## config.mk

```make
export PLATFORM = sky130hd
export DESIGN_NAME = axis_ready_gen
export DESIGN_NICKNAME = d
export VERILOG_FILES = /design/src/rtl/axis_frame_pkg.sv /design/src/rtl/axis_ready_gen.sv
export SDC_FILE = /design/constraint.sdc
export NUM_CORES = 1
export LEC_CHECK = 0
export ABC_AREA = 1
export BUFFER_PORTS_ARGS = -buffer_cell sky130_fd_sc_hd__clkbuf_2
export CORE_ASPECT_RATIO = 1.5
export CORE_MARGIN = 3
export CORE_UTILIZATION = 52
export DETAILED_ROUTE_END_ITERATION = 16
export PLACE_DENSITY = 0.82
export REMOVE_ABC_BUFFERS = 1
export SYNTH_ARGS = -nofsm -noshare
export SYNTH_HDL_FRONTEND = slang
export SYNTH_SLANG_ARGS = --single-unit
export TNS_END_PERCENT = 1
```

## constraint.sdc

```tcl
create_clock -name clk -period 2.1 [get_ports clk]
set_input_delay 0.105 -clock clk [delete_from_list [all_inputs] [get_ports clk]]
set_output_delay 0.105 -clock clk [all_outputs]
set_load 0.1 [all_outputs]
```

## src/rtl/axis_frame_pkg.sv

```systemverilog
// Shared types and constants for the AXI4-Stream frame checker.
package axis_frame_pkg;

    localparam int unsigned ERR_W          = 7;
    localparam int unsigned ERR_NO_SOF     = 0;
    localparam int unsigned ERR_HDR_DEST   = 1;
    localparam int unsigned ERR_RANGE      = 2;
    localparam int unsigned ERR_DUP_SOF    = 3;
    localparam int unsigned ERR_DEST_CHG   = 4;
    localparam int unsigned ERR_VALID_DROP = 5;
    localparam int unsigned ERR_UNSTABLE   = 6;

    typedef enum logic [1:0] {
        RdyOn   = 2'd0,
        RdyOsc  = 2'd1,
        RdyHold = 2'd2
    } ready_mode_e;

    typedef enum logic {
        StIdle  = 1'b0,
        StInPkt = 1'b1
    } state_e;

    typedef enum logic {
        PhLow  = 1'b0,
        PhHigh = 1'b1
    } ready_phase_e;

    function automatic logic [7:0] eff_time(input logic [7:0] t);
        return (t == 8'd0) ? 8'd1 : t;
    endfunction

    // Encoding 3 aliases mode 0.
    function automatic ready_mode_e decode_mode(input logic [1:0] m);
        ready_mode_e r;
        case (m)
            2'd1:    r = RdyOsc;
            2'd2:    r = RdyHold;
            default: r = RdyOn;
        endcase
        return r;
    endfunction

endpackage

```

## src/rtl/axis_ready_gen.sv

```systemverilog
// Programmable back-pressure generator; tready is the phase delayed by one register.
module axis_ready_gen
    import axis_frame_pkg::*;
(
    input  logic       clk,
    input  logic       rst_n,
    input  logic [1:0] cfg_ready_mode,
    input  logic [7:0] cfg_low_time,
    input  logic [7:0] cfg_high_time,
    output logic       tready
);

    ready_mode_e  mode_q, mode_d;
    ready_phase_e phase_q, phase_d;
    logic [7:0]   cnt_q, cnt_d;
    logic [7:0]   low_q, low_d;
    logic [7:0]   high_q, high_d;
    logic         tready_q, tready_d;
    logic [7:0]   phase_len;
    logic         boundary;

    always_comb begin
        mode_d    = mode_q;
        phase_d   = phase_q;
        low_d     = low_q;
        high_d    = high_q;
        cnt_d     = cnt_q + 8'd1;
        phase_len = (phase_q == PhHigh) ? eff_time(high_q) : eff_time(low_q);
        // Outside oscillation every cycle is a boundary, so config is sampled continuously.
        boundary  = (mode_q != RdyOsc) || (cnt_q == phase_len - 8'd1);
        if (boundary) begin
            mode_d = decode_mode(cfg_ready_mode);
            low_d  = cfg_low_time;
            high_d = cfg_high_time;
            cnt_d  = '0;
            case (mode_d)
                RdyOsc:  phase_d = (mode_q == RdyOsc && phase_q == PhLow) ? PhHigh : PhLow;
                RdyHold: phase_d = PhLow;
                default: phase_d = PhHigh;
            endcase
        end
        tready_d = (phase_q == PhHigh);
    end

    always_ff @(posedge clk or negedge rst_n) begin
        if (!rst_n) begin
            mode_q   <= RdyOn;
            phase_q  <= PhLow;
            cnt_q    <= '0;
            low_q    <= '0;
            high_q   <= '0;
            tready_q <= 1'b0;
        end else begin
            mode_q   <= mode_d;
            phase_q  <= phase_d;
            cnt_q    <= cnt_d;
            low_q    <= low_d;
            high_q   <= high_d;
            tready_q <= tready_d;
        end
    end

    assign tready = tready_q;

endmodule

```

==> results by group <==
Place
  – HPWL Detailed: just under 3 mm
  – Placer Congestion: a little under 0.9
  – Cell Area, Placed: 2010 sq um
  – PortBufs: 20
  – Dpl cells: between 300 and 400

Yosys
  – Cells after Synth: 222
  – Most common cell in the netlist: nand2_1
  – Top FF cell, synth: dfrtp_1
  – Ys Warns: 0
  – Yosys reg bits: 28
  – Share of the synthesized area in the top cell type: a little over 40%
  – Syn Area/Cell: between 7 and 8 sq um
  – Post-synthesis cell area: approximately 1700 sq um
  – Synth top area cells: dfrtp_1 (41%), nand2_1 (18%), nand3_2 (6.5%)
  – EDFF count, synth: 0
  – Post-synth ARST share: 100%
  – Seq/Total Area, Yosys: between 40% and 50%
  – Commonest cells post-synth: nand2_1 (80), dfrtp_1 (28), nor2_1 (21)
  – Yosys cell types: 27
  – Largest area contributor in the netlist: dfrtp_1

Clocking
  – Clock root buffer: clkbuf_8
  – Clk buf depth: 2
  – H-tree level count: 1
  – Clock slew at reported path FFs: about 100 ps
  – Sink Count: 28
  – Num CTS Buffers: 3
  – CTS tree: done
  – Worst skew pair latency: 280 ps

Global routing
  – Vias in the first global route: 1698
  – Global-route wire length before repair: 7.89 mm
  – Total track usage: between 20% and 30%
  – Initial antenna violation count: 0
  – Largest net degree at the start of global routing: 29
  – Grt total ovfl: 0

STA
  – Final period util: 105%
  – Rel. slew slack: a little over half
  – Max Slew Vio Count: 0
  – RSZ-0062 raised after global routing: true
  – Worst Tran Pin Value: about 700 ps
  – Final Critical Period: ~2200 ps
  – Setup-failing EPs final: 27
  – Final Hold Viols: 0
  – Final Worst Setup Slack: -105 ps
  – Final Skew: 7.06 ps
  – Setup TNS: -2020 ps
  – Achievable Freq: around 0.45 GHz

Routing
  – Antenna Violating Nets Remaining: 0
  – Vias/cell: 5.25
  – Initial DRC count: 46
  – Via count: 1664
  – Routed len/inst: 14.9 um
  – DRT Pass-1 Iters: 4
  – # DRC: 0
  – WL final: between 4 and 5 mm

Floorplanning
  – Die Width: roughly 53 um
  – Row count: 24
  – Num ports: 21
  – Initial Utilization: a little under three fifths
  – Full die area: around 4000 sq um
  – Core ar.: 3030 sq um
  – Die Height: 76.0 um

Cells and area
  – Finished Layout Cells: between 300 and 400
  – Synth-to-Final Area Change: 35.4%
  – Util after Layout: 75.9%
  – ANT cells: 0
  – Final nets: about 300
  – Layout cell share with drive strength beyond 1: between 40% and 50%
  – Final Cell Area: 2300 sq um
  – Fill cells: ~190
  – Seq. cell area: around 700 sq um
  – Multi-input combinational cell area: between 900 and 1000 sq um

Worst setup path
  – Arr. time, crit path: approximately 2400 ps
  – Start of the worst register-to-register path: high_q[6]
  – Worst setup path start: high_q[6]
  – Startpoint types: register
  – Critical Path Sink Type: register
  – Required time of the critical path: about 2300 ps
  – Critical path class: reg -> reg
  – Worst Path Max Fanout: 6

Pwr
  – LEAKAGE: 1.25 nW
  – Peak supply drop: ~1200 uV
  – PwrDens: 1830 nW/um^2

Min path
  – Min-delay src: cfg_low_time[7]
  – Worst Hold Class: in -> reg

Status
  – Run status: complete, but fails checks
  – Failing checks: negative setup slack

Flow run
  – Max_cap viols: 0
[area by class of cell]
type | instances | share of cell area (%)
clock buffers | 4 | 2.39
inverters | 21 | 3.42
multi-input cells | 166 | 42.4
flip-flops and latches | 28 | 30.5
repair buffers | 59 | 19.1
well taps | 39 | 2.12
[through the flow]
stage	setup WS, ps	hold slack, ps	power (mW)
2_1_floorplan	-530	-191	2.42
3_3_place_gp	-115	166	3.14
3_5_place_dp	-187	178	3.20
4_1_cts	-51.2	14.8	4.04
5_1_grt	-209	19.7	4.55
6_report	-105	14.1	4.22
[final timing paths]
kind	slack, ps	cells after the start	end
min in group asynchronous	390	2	low_q[1]
max	-110	17	high_q[5]
max in group asynchronous	1220	2	phase_q
min	10	3	low_q[7]
max reg2reg	-110	17	high_q[5]
min reg2reg	520	1	cnt_q[0]
[per-layer routing]
metal	track usage, %	part of all wire [%]
met1	30.8	36
met2	46.0	56
met3	3.33	3.7
met4	12.5	4.4
met5	0	0
[logic make-up (layout without fill, tap and decap cells)]
logic type / Yosys count / after routing / synth area share (%)
xor+xnor: 11 / 11 / 6.48
simple gates: 144 / 144 / 39.7
flops: 28 / 28 / 41.2
fa+ha+maj: 2 / 2 / 1.47
compound gates: 9 / 9 / 3.24
buf+inv: 28 / 84 / 7.95
[report_power, final]
| part | switching, mW | internal, mW |
|---|---|---|
| clock network | 0.171 | 0.168 |
| registers | 0.179 | 0.776 |
| logic | 1.62 | 1.31 |
| total | 1.97 | 2.25 |
[worst max-delay path: stages (launching register included)]
cell and delay [ps]:
dfrtp_1 410, nor2_2 150, nand2_1 90, o21ai_2 150
buf_4 130, buf_4 90, buf_4 90, buf_4 90
buf_4 90, nand3b_1 80, nand2_1 80, nand2_1 60
nor2_1 120, nand2_2 110, nand2_4 130, buf_12 140
nand2_4 50, nand2_2 60
[sequential cells by signal, indices dropped and copies added, names as in the netlist]
signal and count:
high_q 8, cnt_q 8, phase_q 1, low_q 8, mode_q 2, tready 1
[what timing repair did]
| item | in CTS | in global routing |
|---|---|---|
| pin swaps | 13 | 22 |
| endpoints found under the setup margin | 27 | 27 |
| gates cloned | 2 | 0 |
| buffers inserted | 8 | 3 |
| resized for setup | 16 | 24 |
| endpoints found under the hold margin | 28 | 0 |
| hold buffers | 1 | 0 |
[layout by cell type, fill, tap and decap left out]
cell and n:
nand3_4 1, a21oi_1 2, dlygate4sd3_1 1, xnor2_1 1, a21boi_1 1, nor3_1 1
nand3_2 12, and3_1 1, nand2_1 66, o21ai_1 1, nor2_1 15, nand3_1 15
nand2_4 4, clkbuf_8 4, dfrtp_1 27, buf_4 33, ha_1 1, xnor3_1 1
dfrtp_2 1, inv_2 3, nand2_2 16, clkbuf_2 20, xor2_1 9, or2_2 1
nor2_4 2, inv_1 18, nor2_2 8, nand3b_1 2, buf_12 3, o21ai_2 4
ha_4 1, o21ai_0 1, buf_6 2
(Power assumes the default switching activity.)
